File: src/rtl/button_conditioner_pkg.sv
// Shared definitions for the push-button conditioner: channel states, button indices, pulse arbitration.
// Pure declarations; no latency and no flow control.
package button_conditioner_pkg;

    typedef enum logic [1:0] {
        ST_LOCKED,
        ST_RELEASED,
        ST_HELD_DELAY,
        ST_HELD_REPEAT
    } chan_state_t;

    localparam int NUM_BTN    = 5;
    localparam int BTN_UP     = 0;
    localparam int BTN_DOWN   = 1;
    localparam int BTN_LEFT   = 2;
    localparam int BTN_RIGHT  = 3;
    localparam int BTN_CENTER = 4;

    function automatic int max2(input int a, input int b);
        return (a > b) ? a : b;
    endfunction

    // Priority: center > up > down > left > right. Losers are dropped, not queued.
    function automatic logic [NUM_BTN-1:0] arbitrate(input logic [NUM_BTN-1:0] req);
        logic [NUM_BTN-1:0] grant;
        grant = '0;
        if (req[BTN_CENTER])     grant[BTN_CENTER] = 1'b1;
        else if (req[BTN_UP])    grant[BTN_UP]     = 1'b1;
        else if (req[BTN_DOWN])  grant[BTN_DOWN]   = 1'b1;
        else if (req[BTN_LEFT])  grant[BTN_LEFT]   = 1'b1;
        else if (req[BTN_RIGHT]) grant[BTN_RIGHT]  = 1'b1;
        return grant;
    endfunction

endpackage

File: src/rtl/button_conditioner_channel.sv
// One button: 2-FF sync, counter debounce, press/auto-repeat FSM producing a registered request.
// Request appears DEBOUNCE_CYCLES+2 edges after the first raw-high sample; no backpressure.
module button_conditioner_channel
    import button_conditioner_pkg::*;
#(
    parameter int   DEBOUNCE_CYCLES = 1_000_000,
    parameter int   REPEAT_DELAY    = 50_000_000,
    parameter int   REPEAT_PERIOD   = 20_000_000,
    parameter logic REPEAT_EN       = 1'b1
) (
    input  logic clk,
    input  logic resetN,
    input  logic i_raw,
    output logic o_req
);

    localparam int DB_W = $clog2(DEBOUNCE_CYCLES + 1);
    localparam int RP_W = $clog2(max2(REPEAT_DELAY, REPEAT_PERIOD) + 1);
    localparam logic [DB_W-1:0] DB_TERM     = DB_W'(DEBOUNCE_CYCLES - 1);
    localparam logic [RP_W-1:0] DELAY_TERM  = RP_W'(REPEAT_DELAY - 1);
    localparam logic [RP_W-1:0] PERIOD_TERM = RP_W'(REPEAT_PERIOD - 1);

    logic            r_sync1;
    logic            r_sync2;
    logic            r_level;
    logic [DB_W-1:0] r_db_cnt;
    logic [RP_W-1:0] r_rpt_cnt;
    logic            r_req;
    chan_state_t     r_state;

    chan_state_t     w_state_nxt;
    logic [RP_W-1:0] w_rpt_nxt;
    logic            w_req_nxt;

    // Level powers up high so a button held through reset cannot fire.
    always_ff @(posedge clk) begin
        if (!resetN) begin
            r_sync1  <= 1'b0;
            r_sync2  <= 1'b0;
            r_level  <= 1'b1;
            r_db_cnt <= '0;
        end else begin
            r_sync1 <= i_raw;
            r_sync2 <= r_sync1;
            if (r_sync2 == r_level) begin
                r_db_cnt <= '0;
            end else if (r_db_cnt == DB_TERM) begin
                r_level  <= ~r_level;
                r_db_cnt <= '0;
            end else begin
                r_db_cnt <= r_db_cnt + 1'b1;
            end
        end
    end

    always_ff @(posedge clk) begin
        if (!resetN) begin
            r_state   <= ST_LOCKED;
            r_rpt_cnt <= '0;
            r_req     <= 1'b0;
        end else begin
            r_state   <= w_state_nxt;
            r_rpt_cnt <= w_rpt_nxt;
            r_req     <= w_req_nxt;
        end
    end

    // Release wins over a coincident repeat terminal count.
    always_comb begin
        w_state_nxt = r_state;
        w_rpt_nxt   = r_rpt_cnt;
        w_req_nxt   = 1'b0;
        case (r_state)
            ST_LOCKED: begin
                if (!r_level) w_state_nxt = ST_RELEASED;
            end
            ST_RELEASED: begin
                if (r_level) begin
                    w_state_nxt = ST_HELD_DELAY;
                    w_rpt_nxt   = '0;
                    w_req_nxt   = 1'b1;
                end
            end
            ST_HELD_DELAY: begin
                if (!r_level) begin
                    w_state_nxt = ST_RELEASED;
                    w_rpt_nxt   = '0;
                end else if (r_rpt_cnt == DELAY_TERM) begin
                    if (REPEAT_EN) begin
                        w_state_nxt = ST_HELD_REPEAT;
                        w_rpt_nxt   = '0;
                        w_req_nxt   = 1'b1;
                    end
                end else begin
                    w_rpt_nxt = r_rpt_cnt + 1'b1;
                end
            end
            ST_HELD_REPEAT: begin
                if (!r_level) begin
                    w_state_nxt = ST_RELEASED;
                    w_rpt_nxt   = '0;
                end else if (r_rpt_cnt == PERIOD_TERM) begin
                    w_rpt_nxt = '0;
                    w_req_nxt = 1'b1;
                end else begin
                    w_rpt_nxt = r_rpt_cnt + 1'b1;
                end
            end
            default: begin
                w_state_nxt = ST_LOCKED;
                w_rpt_nxt   = '0;
            end
        endcase
    end

    assign o_req = r_req;

endmodule

File: src/rtl/button_conditioner.sv
// Five debounced push-button channels with one registered, priority-arbitrated pulse per cycle.
// Press pulse DEBOUNCE_CYCLES+3 edges after first raw-high sample; no backpressure, losers dropped.
module button_conditioner
    import button_conditioner_pkg::*;
#(
    parameter int             DEBOUNCE_CYCLES = 1_000_000,
    parameter int             REPEAT_DELAY    = 50_000_000,
    parameter int             REPEAT_PERIOD   = 20_000_000,
    parameter logic [NUM_BTN-1:0] REPEAT_MASK = 5'b01111
) (
    input  logic clk,
    input  logic resetN,
    input  logic upButton,
    input  logic downButton,
    input  logic leftButton,
    input  logic rightButton,
    input  logic centerButton,
    output logic upPulse,
    output logic downPulse,
    output logic leftPulse,
    output logic rightPulse,
    output logic centerPulse
);

    logic [NUM_BTN-1:0] w_raw;
    logic [NUM_BTN-1:0] w_req;
    logic [NUM_BTN-1:0] r_pulse;

    assign w_raw[BTN_UP]     = upButton;
    assign w_raw[BTN_DOWN]   = downButton;
    assign w_raw[BTN_LEFT]   = leftButton;
    assign w_raw[BTN_RIGHT]  = rightButton;
    assign w_raw[BTN_CENTER] = centerButton;

    for (genvar g = 0; g < NUM_BTN; g++) begin : g_chan
        button_conditioner_channel #(
            .DEBOUNCE_CYCLES (DEBOUNCE_CYCLES),
            .REPEAT_DELAY    (REPEAT_DELAY),
            .REPEAT_PERIOD   (REPEAT_PERIOD),
            .REPEAT_EN       (REPEAT_MASK[g])
        ) u_chan (
            .clk    (clk),
            .resetN (resetN),
            .i_raw  (w_raw[g]),
            .o_req  (w_req[g])
        );
    end

    always_ff @(posedge clk) begin
        if (!resetN) r_pulse <= '0;
        else         r_pulse <= arbitrate(w_req);
    end

    assign upPulse     = r_pulse[BTN_UP];
    assign downPulse   = r_pulse[BTN_DOWN];
    assign leftPulse   = r_pulse[BTN_LEFT];
    assign rightPulse  = r_pulse[BTN_RIGHT];
    assign centerPulse = r_pulse[BTN_CENTER];

endmodule

File: config.mk
export PLATFORM = sky130hd
export DESIGN_NAME = button_conditioner
export DESIGN_NICKNAME = d
export VERILOG_FILES = /design/src/rtl/button_conditioner_pkg.sv /design/src/rtl/button_conditioner_channel.sv /design/src/rtl/button_conditioner.sv
export SDC_FILE = /design/constraint.sdc
export NUM_CORES = 1
export LEC_CHECK = 0
export ABC_AREA = 0
export ABC_CLOCK_PERIOD_IN_PS = 2420
export CAP_MARGIN = 20
export CORE_ASPECT_RATIO = 1.75
export CORE_MARGIN = 5
export CORE_UTILIZATION = 52
export DETAILED_ROUTE_END_ITERATION = 10
export PLACE_DENSITY_LB_ADDON = 0.08
export SYNTH_ARGS = -nofsm -noshare
export SYNTH_HDL_FRONTEND = slang
export SYNTH_HIERARCHICAL = 1
export SYNTH_SLANG_ARGS = --single-unit
File: constraint.sdc
create_clock -name clk -period 2.42 [get_ports clk]
set_input_delay 0.363 -clock clk [delete_from_list [all_inputs] [get_ports clk]]
set_output_delay 0.363 -clock clk [all_outputs]
set_load 0.03 [all_outputs]
[After elaboration in Yosys (flattened, before gate mapping)]
Index checks and enable logic that the tools add are counted.
Word-level totals
  input bits: 7
  word-level logic and storage cells: 236
  register bits after elaboration: 265
  output and inout bits: 5
Operators by class
  bitwise operators: 11
  reductions and logical operators: 39
  equality and inequality tests: 50
  multiplexer cells: 86
  add/subtract/negate cells: 10
Operator list (number)
  26-bit two-way mux: 25
  26-bit case mux with 3 select lines: 5
  26-bit by 1-bit adder with 26-bit output, second input constant: 5
  26-bit by 25-bit == test with 1-bit output, second input constant: 5
  26-bit == test, second input constant: 5
  20-bit by 1-bit adder with 20-bit output, second input constant: 5
  20-bit == test, second input constant: 5
  2-bit two-way mux: 18
  1-bit two-way mux: 28
  2-bit case mux with 3 select lines: 4
  3-bit OR reduction: 7
  2-bit == test, second input constant: 10
  2-bit AND reduction: 10
  3-bit != test, second input constant: 5
  3-bit AND reduction: 5
  3-bit nonzero test: 5
  1-bit case mux with 3 select lines: 4
  1-bit NOT: 11
  2-bit by 1-bit == test with 1-bit output, second input constant: 5
  2-bit logical NOT: 5
  2-bit by 1-bit != test with 1-bit output, second input constant: 5
  2-bit != test, second input constant: 5
  2-bit OR reduction: 5
  1-bit == test: 5
  4 further kinds: 4

[Depth between registers and ports, before layout]
Gate-level depths: netlist of run 1.
  depth after elaboration: 4
  depth in mapped cells: 10
  mapped depth without buffers: 8

[By module]
The synthesis of run 1 kept the hierarchy.
By module, submodules not included
  button_conditioner_channel (g_chan[0].u_chan ...): cells an instance 320, times used 3, seq. area each 1041.0 µm², area each 2668.8 µm²
  button_conditioner_channel (g_chan[1].u_chan): cells an instance 320, times used 1, seq. area each 1041.0 µm², area each 2616.3 µm²
  button_conditioner_channel (g_chan[4].u_chan): cells an instance 284, times used 1, seq. area each 1041.0 µm², area each 2533.7 µm²
  button_conditioner: cells an instance 13, times used 1, seq. area each 100.1 µm², area each 156.4 µm²

[Worst setup path after synthesis of run 1]
OpenSTA, ideal clock, no wires.
  path kind: register to register
  start: reg g_chan[1].u_chan.r_rpt_cnt[0]
  end: reg g_chan[1].u_chan.r_rpt_cnt[18]
  arrival: 2.264 ns
  data required time: 2.303 ns
  stages on the path, launching flop included: 11
  period minus slack after synthesis: 2.381 ns
  setup time: 0.117 ns
  path buffers: 3
  slack: 0.039 ns
  path through: dfxtp_1 ha_1 and4_1 clkbuf_1 nand4b_1 o311ai_0 a21oi_1 buf_2 buf_2 a32oi_1 nand2_1
Between the ends
  longest elaborated chain between the ends: 4
  elaborated cells on any way between the ends: 8
  classes of those cells: add/sub: 1; eq/ne: 2; mux: 5
RTL lines
  start: declaration: line button_conditioner_channel.sv:27  | logic [RP_W-1:0] r_rpt_cnt;
  start signal: assignment: line button_conditioner_channel.sv:63  | r_rpt_cnt <= w_rpt_nxt;
  26-bit by 1-bit adder with 26-bit output, or another cell as far along: line button_conditioner_channel.sv:95, button_conditioner_channel.sv:106
  26-bit two-way mux (on tied branches): line button_conditioner_channel.sv:102, button_conditioner_channel.sv:88
  26-bit two-way mux (on tied branches): line button_conditioner_channel.sv:99, button_conditioner_channel.sv:85
  26-bit case mux with 3 select lines *: line button_conditioner_channel.sv:73  | case (r_state)
Mark *: on every way between the ends. The rest lies on a longest branch, timed or not.
A chain may end at the register's enable or synchronous reset.

[Worst setup path after layout of run 1]
  start: reg g_chan[3].u_chan.r_rpt_cnt[17]
  end: reg g_chan[3].u_chan.r_rpt_cnt[21]
Between the ends
  longest elaborated chain between the ends: 4
  elaborated cells on any way between the ends: 8
  classes of those cells: add/sub: 1; eq/ne: 2; mux: 5
RTL lines (line)
  start: declaration: button_conditioner_channel.sv:27
  start signal: assignment: button_conditioner_channel.sv:63
  26-bit by 1-bit adder with 26-bit output, or another cell as far along: button_conditioner_channel.sv:95, button_conditioner_channel.sv:106
  26-bit two-way mux (on tied branches): button_conditioner_channel.sv:102, button_conditioner_channel.sv:88
  26-bit two-way mux (on tied branches): button_conditioner_channel.sv:99, button_conditioner_channel.sv:85
  26-bit case mux with 3 select lines *: button_conditioner_channel.sv:73
Marks and branches as above.

==> results of run 1 <==
## placed cells by master, fill, tap and decap left out, types with 13 or more instances in the layout
| cell | instances |
|---|---|
| dfxtp_1 | 255 |
| nor2_1 | 190 |
| buf_4 | 186 |
| nand2_1 | 168 |
| nand3_1 | 104 |
| xor2_1 | 63 |
| a31oi_1 | 62 |
| a21oi_1 | 58 |
| inv_1 | 49 |
| xnor2_1 | 42 |
| and3_1 | 40 |
| nand4_1 | 37 |
| nor3_1 | 30 |
| ha_1 | 29 |
| or3_1 | 27 |
| clkbuf_16 | 26 |
| o21ai_0 | 26 |
| and2_1 | 19 |
| and4_1 | 19 |
| nor4b_1 | 17 |
| nor4_1 | 17 |
| o21ai_1 | 14 |
| a21oi_2 | 14 |
| clkbuf_8 | 13 |
| a22o_1 | 13 |
## repair_timing
| item | 4_1_cts | 5_1_grt |
|---|---|---|
| gates cloned | 3 | 0 |
| hold buffers | 0 | 0 |
| pin swaps | 24 | 23 |
| buffers inserted | 9 | 4 |
| endpoints found under the setup margin | 48 | 81 |
| resized for setup | 25 | 38 |
## stage by stage
step           setup WS, ns  hold slack [ns]
6_report            -0.0270            0.298
5_1_grt             -0.0900            0.282
4_1_cts             -0.0551            0.273
3_5_place_dp         -0.323            0.424
3_3_place_gp         -0.295            0.419
2_1_floorplan        0.0393            0.411
## final cells by class
class / count / area share
Sequential cell: 265 / 0.330
Clock inverter: 4 / 0.00171
Inverter: 49 / 0.0114
Tap cell: 316 / 0.0245
Clock buffer: 42 / 0.0508
Timing Repair Buffer: 206 / 0.103
Multi-Input combinational cell: 1199 / 0.479
## power breakdown
part           leakage [µW]  switching (µW)  internal, µW
clock network      0.000423            1710          2300
registers           0.00215            96.6          4470
logic               0.00346            1130           750
## how the worst max path moves through the flow
stage / startpoint / to / slack [ns]
after floorplan: g_chan[1].u_chan/r_rpt_cnt[0]$_SDFFE_PN0P_ / g_chan[1].u_chan/r_rpt_cnt[18]$_SDFFE_PN0P_ / 0.04
after global placement: g_chan[0].u_chan/r_rpt_cnt[0]$_SDFFE_PN0P_ / g_chan[0].u_chan/r_rpt_cnt[18]$_SDFFE_PN0P_ / -0.29
after detailed placement: g_chan[0].u_chan/r_rpt_cnt[0]$_SDFFE_PN0P_ / g_chan[0].u_chan/r_rpt_cnt[23]$_SDFFE_PN0P_ / -0.32
after CTS: g_chan[3].u_chan/r_rpt_cnt[17]$_SDFFE_PN0P_ / g_chan[3].u_chan/r_rpt_cnt[7]$_SDFFE_PN0P_ / -0.06
after global routing: g_chan[3].u_chan/r_rpt_cnt[17]$_SDFFE_PN0P_ / g_chan[3].u_chan/r_rpt_cnt[21]$_SDFFE_PN0P_ / -0.09
final: g_chan[3].u_chan/r_rpt_cnt[17]$_SDFFE_PN0P_ / g_chan[3].u_chan/r_rpt_cnt[21]$_SDFFE_PN0P_ / -0.03
## cell usage after synthesis (13+ instances only)
library cell	count	share of area
nand2_1	168	0.047
a31oi_1	62	0.029
xnor2_1	42	0.028
or3_1	28	0.013
and2_1	19	0.0089
dfxtp_1	265	0.40
nor3_1	32	0.012
xor2_1	63	0.041
clkbuf_1	39	0.011
nand3_1	107	0.040
nor2_1	190	0.054
or4_1	13	0.0073
inv_1	49	0.014
o21ai_0	31	0.012
nor4b_1	17	0.011
nor4_1	19	0.0089
and3_1	43	0.020
ha_1	31	0.029
and4_1	19	0.013
a22o_1	13	0.0086
a21oi_1	66	0.025
nand4_1	37	0.017
## cells by family after synthesis
logic type	count (synthesis)	share of synthesized area
muxes	8	0.00630
xor gates and xnor gates	105	0.0691
and+or+nand+nor	768	0.304
DFF	265	0.398
AOI/OAI and AO/OA	286	0.152
buffers and inverters	114	0.0414
adders and majority gates	31	0.0291
## sequential cells by signal, indices dropped and copies added, names as in the netlist
name	count
g_chan.u_chan/o_req	5
g_chan.u_chan/r_sync2	5
g_chan.u_chan/r_state	10
r_pulse	5
g_chan.u_chan/r_rpt_cnt	130
g_chan.u_chan/r_db_cnt	100
g_chan.u_chan/r_level	5
g_chan.u_chan/r_sync1	5
## worst max-delay path, cell delays in order (launching register included)
cell       delay, ns
dfxtp_2         0.32
or4b_4          0.52
or4_4           0.56
o211ai_4        0.21
a2111oi_4       0.15
buf_12          0.18
and3_1          0.15
a221o_1         0.25
## metal layers
layer	global-route usage	share of wire	vias up
met1	0.233	0.39	5750
met5	0	0	-
met4	0.0943	0.038	0
li1	-	-	6034
met2	0.414	0.54	208
met3	0.0260	0.030	89
==> results.cfg, run 1 <==
[flow_run]
drv_cap = 0

[logic_synthesis]
synthDistinctLibCells = 73
yosysSeqAreaShare = 0.398
avgSynthCellArea_um2 = 8.44
netlist_instances = 1577
netlist_area_um2 = 13300
synth_edf_count = 0
ys_ff_latch = 265
synth_warnings = 6
synthArstFlopShare = 0
synth.net_count = 1615
synth_flop_cell = dfxtp_1

[clock_network]
cts-root-buf = clkbuf_16
tritoncts = done
insertion_delay_ns = 0.54
numCtsBuffers = 25
clockBufferDepth = 3
cts.sinks = 265
h-tree-depth = 1
clk_pin_slew_ns = 0.07

[sta]
fin_crit_sh = 1.01
final-setup-viol-count = 3
max_freq_mhz = 409
slew_violations = 0
clock_skew_ns = 0.0175
fin_crit_ns = 2.45
finalHoldViolCount = 0
rsz0062_at_grt = yes
worstMarginPinSlew_ns = 0.637
fin_setup_tns_ns = -0.0473
setup_slack_ns = -0.0270
slew_headroom = 0.575

[grt]
grt_overflow = 0
grt_pass1_vias = 11970
grt_max_degree = 31
grt_pass1_wl_um = 53900
antenna_found_initial = 0
grt_use_total = 0.218

[placement]
portBuffers = 11
gp_congestion = 0.873
place_area_um2 = 14900
dp.cells = 2020
hpwl_um = 22900

[layout]
ff_latch_area_um2 = 5320
multi_input_area_um2 = 7720
drive_gt1_frac = 0.199
fin_area_um2 = 16100
area_delta_synth_final_pct = 21.1
finalNetCount = 1784
final_core_util = 0.639
fin_cells = 2081
antenna_cells = 0
final.fill_count = 2241

[worst_hold_path]
hp-class = input port to register
hold_start = resetN
whs_path_depth = 3
min_to = g_chan[2].u_chan/r_level$_SDFFE_PN1P_

[drt]
wire_per_inst_um = 15.4
drt-total-wl_um = 32100
firstDrtPassIters = 5
drcViolationCount = 0
drtIter0Drc = 532
viasPerCell = 5.81
num_vias = 12081
drtAntennaViolNets = 0

[worst_setup_path]
end_kind = register
worstSetupPathType = register to register
critPathRequiredTime_ns = 2.85
r2r-start = g_chan[3].u_chan/r_rpt_cnt[17]$_SDFFE_PN0P_
crit_fanout = 7
r2r_slack_ns = -0.03
reg2reg_depth = 7
rr_endpoint = g_chan[3].u_chan/r_rpt_cnt[21]$_SDFFE_PN0P_
cp.arrival_ns = 2.88
start_kind = register

[floorplan]
die_width_um = 131
fp-row-count = 77
fp.coreArea_um2 = 25200
floorplan.initialDensity = 0.527
ios = 12
die_area_um2 = 29000
chipHeight_um = 222

[power_and_ir_drop]
power.leakage_uw = 0.00603
fin_total_pwr_uw = 10500
vdd_drop_max_v = 0.000655
powerDensity_nw_per_um2 = 648

[status]
failed_checks = setup timing
status = finished, violations left
No activity file was read; power rests on OpenSTA's default activity.
==> run 2: changes to the inputs <==
- CAP_MARGIN: 20 -> unset
- CORE_MARGIN: 5 -> 2
- CTS_CLUSTER_DIAMETER: unset -> 50
==> results.cfg, run 2 (synthesis results as in run 1) <==
[grt]
grt_use_total = 0.240
grt_overflow = 0
antenna_found_initial = 0
grt_max_degree = 29
grt_pass1_vias = 12244
grt_pass1_wl_um = 55500

[drt]
drtIter0Drc = 592
drcViolationCount = 0
drt-total-wl_um = 33100
viasPerCell = 5.81
drtAntennaViolNets = 0
num_vias = 12342
wire_per_inst_um = 15.6
firstDrtPassIters = 6

[layout]
final.fill_count = 2196
fin_area_um2 = 16500
drive_gt1_frac = 0.216
final_cell_mix = dfxtp_1, buf_4, nor2_1
fin_cells = 2125
reg.largest.list = g_chan.u_chan/r_rpt_cnt (130), g_chan.u_chan/r_db_cnt (100), g_chan.u_chan/r_state (10)
area_delta_synth_final_pct = 23.8
final_core_util = 0.653
largest_register = g_chan.u_chan/r_rpt_cnt
finalNetCount = 1827
largest_reg_flops = 130
antenna_cells = 0
final_common_cell = dfxtp_1

[worst_setup_path]
reg2reg_depth = 7
r2r_slack_ns = -0.03
start_kind = register
crit_fanout = 13
worstSetupPathType = register to register
cp.arrival_ns = 2.88
critPathRequiredTime_ns = 2.86
end_kind = register
r2r-start = g_chan[0].u_chan/r_rpt_cnt[12]$_SDFFE_PN0P_
rr_endpoint = g_chan[0].u_chan/r_rpt_cnt[13]$_SDFFE_PN0P_

[status]
status = finished, violations left
failed_checks = setup timing

[placement]
portBuffers = 11
hpwl_um = 23400
pre_cts_slack_ns = -0.269
gp_congestion = 0.889
dp.cells = 2054
place_area_um2 = 15100

[sta]
final-setup-viol-count = 2
finalHoldViolCount = 0
setup_slack_ns = -0.0274
slew_violations = 0
slew_headroom = 0.477
worstMarginPinSlew_ns = 0.784
fin_crit_ns = 2.45
rsz0062_at_grt = yes
clock_skew_ns = 0.0127
max_freq_mhz = 409
fin_crit_sh = 1.01

[clock_network]
insertion_delay_ns = 0.55
clockBufferDepth = 3
h-tree-depth = 1
numCtsBuffers = 27
cts-root-buf = clkbuf_16
cts.sinks = 265
cts_hold_buf = 0
tritoncts = done
clk_pin_slew_ns = 0.07

[worst_hold_path]
hold_start = resetN
min_to = g_chan[2].u_chan/r_level$_SDFFE_PN1P_
whs_path_depth = 3
hp-class = input port to register

[power_and_ir_drop]
power.leakage_uw = 0.00623
vdd_drop_max_v = 0.000545
powerDensity_nw_per_um2 = 674
power.switching_uw = 3150
sequentialPowerShare = 0.411
swShare = 0.283
combPwrFrac = 0.190
p_clk_frac = 0.400
p_int_uw = 7960

[flow_run]
drv_cap = 0

[floorplan]
fp-row-count = 77
ios = 12
chipHeight_um = 216
die_area_um2 = 26900
fp.coreArea_um2 = 25200
floorplan.initialDensity = 0.527
die_width_um = 125
run 2: changes by cell type in the layout (fill, tap and decap cells not counted), moves of 3 or more:
cell / previous run / this run
buf_4: 186 / 225
clkbuf_8: 13 / 4
a21oi_2: 14 / 19
a21oi_1: 58 / 54
bufinv_16: 0 / 4
clkinv_4: 0 / 3
nand3_1: 104 / 107
nand3_2: 4 / 1
o21ai_0: 26 / 29
run 2: critical path, cell delays in order, from the launching register on:
cell       delay (ns)
dfxtp_2          0.33
or4b_4           0.52
or4_4            0.56
o211ai_4         0.21
a2111oi_4        0.13
buf_12           0.17
and3_1           0.15
a221o_1          0.27
run 2: final cells by class:
class / count / area [µm²] / area share
clock buffers: 34 / 742 / 0.0450
inverters: 49 / 184 / 0.0112
repair buffers: 244 / 1920 / 0.116
clock inverters: 15 / 199 / 0.0121
flip-flops and latches: 265 / 5320 / 0.323
multi-input cells: 1202 / 7730 / 0.469
well taps: 316 / 395 / 0.0240
run 2: worst max path at each step:
stage / slack (ns) / end / startpoint / cells after the start
finish: -0.03 / g_chan[0].u_chan/r_rpt_cnt[13]$_SDFFE_PN0P_ / g_chan[0].u_chan/r_rpt_cnt[12]$_SDFFE_PN0P_ / 7
global route: -0.08 / g_chan[0].u_chan/r_rpt_cnt[21]$_SDFFE_PN0P_ / g_chan[0].u_chan/r_rpt_cnt[12]$_SDFFE_PN0P_ / 7
CTS: -0.03 / g_chan[0].u_chan/r_rpt_cnt[13]$_SDFFE_PN0P_ / g_chan[0].u_chan/r_rpt_cnt[12]$_SDFFE_PN0P_ / 7
detailed placement: -0.27 / g_chan[2].u_chan/r_rpt_cnt[18]$_SDFFE_PN0P_ / g_chan[2].u_chan/r_rpt_cnt[0]$_SDFFE_PN0P_ / 7
global placement: -0.21 / g_chan[2].u_chan/r_rpt_cnt[18]$_SDFFE_PN0P_ / g_chan[2].u_chan/r_rpt_cnt[0]$_SDFFE_PN0P_ / 7
floorplan: 0.04 / g_chan[1].u_chan/r_rpt_cnt[18]$_SDFFE_PN0P_ / g_chan[1].u_chan/r_rpt_cnt[0]$_SDFFE_PN0P_ / 10
run 2: power groups by stage:
stage	logic (µW)	clock network (µW)	registers (µW)
finish	2110	4440	4560
detailed placement	1880	0	4660
floorplan	1120	0	4650
global route	2310	4730	4570
global placement	1850	0	4650
CTS	2050	4550	4560
run 2: per-stage QoR:
stage / total power (µW) / hold slack [ns] / TNS, ns
after floorplan: 5770 / 0.411 / 0
after global placement: 6500 / 0.414 / -4.26
after detailed placement: 6530 / 0.419 / -7.59
after CTS: 11200 / 0.288 / -0.0480
after global routing: 11600 / 0.317 / -0.500
final: 11100 / 0.311 / -0.0468
run 2: per-layer routing:
metal  track usage  share of wire  up-vias
met5             0              0        -
met4         0.116          0.045        0
met3        0.0268          0.029      110
met2         0.475           0.55      211
met1         0.247           0.38     5882
li1              -              -     6139
run 2: timing repair:
item,CTS,global route
endpoints found under the hold margin,0,0
gates cloned,2,2
resized for setup,10,44
buffers inserted,17,2
pin swaps,13,16
endpoints found under the setup margin,75,60
==> run 3: changes to the inputs <==
- SKIP_CTS_REPAIR_TIMING: unset -> 1
==> results.cfg, run 3 (synthesis results as in run 1) <==
[status]
status = finished, violations left
failed_checks = setup timing

[layout]
final_cell_mix = dfxtp_1, buf_4, nor2_1
area_delta_synth_final_pct = 24.9
reg.largest.list = g_chan.u_chan/r_rpt_cnt (130), g_chan.u_chan/r_db_cnt (100), g_chan.u_chan/r_state (10)
fin_area_um2 = 16600
largest_reg_flops = 130
antenna_cells = 0
largest_register = g_chan.u_chan/r_rpt_cnt
final.fill_count = 2186
finalNetCount = 1831
fin_cells = 2129
final_common_cell = dfxtp_1
final_core_util = 0.659
drive_gt1_frac = 0.237

[worst_setup_path]
startpoint = g_chan[3].u_chan/r_rpt_cnt[14]$_SDFFE_PN0P_
slowest_delay_ns = 0.56
critPathSlowestCell = or4_4
start_kind = register
crit_path_end = g_chan[3].u_chan/r_rpt_cnt[12]$_SDFFE_PN0P_
critical_path.cell_chain = or4b_4 > or4_4 > o211ai_4 > a2111oi_4 > buf_4 > o21ai_0 > a31oi_1
r2r-start = g_chan[3].u_chan/r_rpt_cnt[14]$_SDFFE_PN0P_
worstSetupPathType = register to register
reg2reg_depth = 7
cp.arrival_ns = 2.88
critPathRequiredTime_ns = 2.82
crit_fanout = 6
r2r_slack_ns = -0.07
end_kind = register
rr_endpoint = g_chan[3].u_chan/r_rpt_cnt[12]$_SDFFE_PN0P_

[placement]
portBuffers = 11
dp.cells = 2054
gp_congestion = 0.889
place_area_um2 = 15100
pre_cts_slack_ns = -0.269
hpwl_um = 23400

[grt]
grt_max_degree = 29
grt_use_total = 0.235
grt_overflow = 0
antenna_found_initial = 0
grt_pass1_wl_um = 54500
grt_pass1_vias = 12104

[drt]
firstDrtPassIters = 5
num_vias = 12358
viasPerCell = 5.80
drtAntennaViolNets = 0
wire_per_inst_um = 15.7
drt-total-wl_um = 33500
drcViolationCount = 0
drtIter0Drc = 635

[floorplan]
ios = 12
die_area_um2 = 26900
chipHeight_um = 216
fp-row-count = 77
floorplan.initialDensity = 0.527
fp.coreArea_um2 = 25200
die_width_um = 125

[sta]
final-setup-viol-count = 21
slew_headroom = 0.508
finalHoldViolCount = 0
fin_crit_sh = 1.03
max_freq_mhz = 402
setup_slack_ns = -0.0685
clock_skew_ns = 0.0152
rsz0062_at_grt = yes
worstMarginPinSlew_ns = 0.736
fin_crit_ns = 2.49
slew_violations = 0

[clock_network]
tritoncts = done
clk_pin_slew_ns = 0.06
insertion_delay_ns = 0.55
cts-root-buf = clkbuf_16
clockBufferDepth = 3
cts.sinks = 265
numCtsBuffers = 27
h-tree-depth = 1

[worst_hold_path]
hp-class = input port to register

[power_and_ir_drop]
power.leakage_uw = 0.00627
powerDensity_nw_per_um2 = 668
fin_total_pwr_uw = 11100
vdd_drop_max_v = 0.000545

[flow_run]
drv_cap = 0
[run 3: changes by cell type in the layout (fill, tap and decap cells not counted), sizes merged]
cell | before | now
a2111oi | 6 | 7
clkbuf | 35 | 34
buf | 233 | 237
[run 3: cell type report]
class / count / area (µm²) / share of cell area
clock inverters: 15 / 199 / 0.0120
inverters: 49 / 184 / 0.0111
clock buffers: 34 / 742 / 0.0446
multi-input cells: 1203 / 7870 / 0.473
well taps: 316 / 395 / 0.0238
flip-flops and latches: 265 / 5320 / 0.320
repair buffers: 247 / 1910 / 0.115
[run 3: power by group]
| part | switching, µW | leakage, µW | internal, µW |
|---|---|---|---|
| Sequential | 92.5 | 0.00215 | 4470 |
| Combinational | 1250 | 0.00366 | 862 |
| Clock | 1820 | 0.000459 | 2610 |
| Total | 3160 | 0.00627 | 7940 |
[run 3: per-layer routing]
layer  vias to the layer above  track usage  routed length [µm]
li1                       6137            -                   -
met5                         -            0                   0
met4                         0        0.113                1340
met3                       102       0.0253                 925
met2                       216        0.464               18400
met1                      5903        0.244               12800
[run 3: stage by stage]
stage               hold WS [ns]  TNS (ns)
finish                     0.317    -0.712
global route               0.321     -3.24
CTS                        0.288     -8.83
detailed placement         0.419     -7.59
global placement           0.414     -4.26
floorplan                  0.411         0
[run 3: critical path, delay by kind of cell, from the launching register on]
kind	cells	cell delay, ns
buffers and inverters	1	0.22
AO/OA/AOI/OAI	4	0.73
AND/OR/NAND/NOR	2	1.06
flip-flops	1	0.35
[run 3: worst min path at each step]
stage / slack, ns / cells past startpoint / endpoint / from
2_1_floorplan: 0.41 / 1 / r_pulse[3]$_SDFF_PP0_ / g_chan[2].u_chan/o_req$_SDFF_PN0_
3_3_place_gp: 0.41 / 1 / g_chan[0].u_chan/r_sync2$_SDFF_PN0_ / g_chan[0].u_chan/r_sync1$_SDFF_PN0_
3_5_place_dp: 0.42 / 1 / g_chan[2].u_chan/r_sync2$_SDFF_PN0_ / g_chan[2].u_chan/r_sync1$_SDFF_PN0_
4_1_cts: 0.29 / 3 / g_chan[2].u_chan/r_level$_SDFFE_PN1P_ / resetN
5_1_grt: 0.32 / 3 / g_chan[2].u_chan/r_level$_SDFFE_PN1P_ / resetN
6_report: 0.32 / 3 / g_chan[2].u_chan/r_level$_SDFFE_PN1P_ / resetN
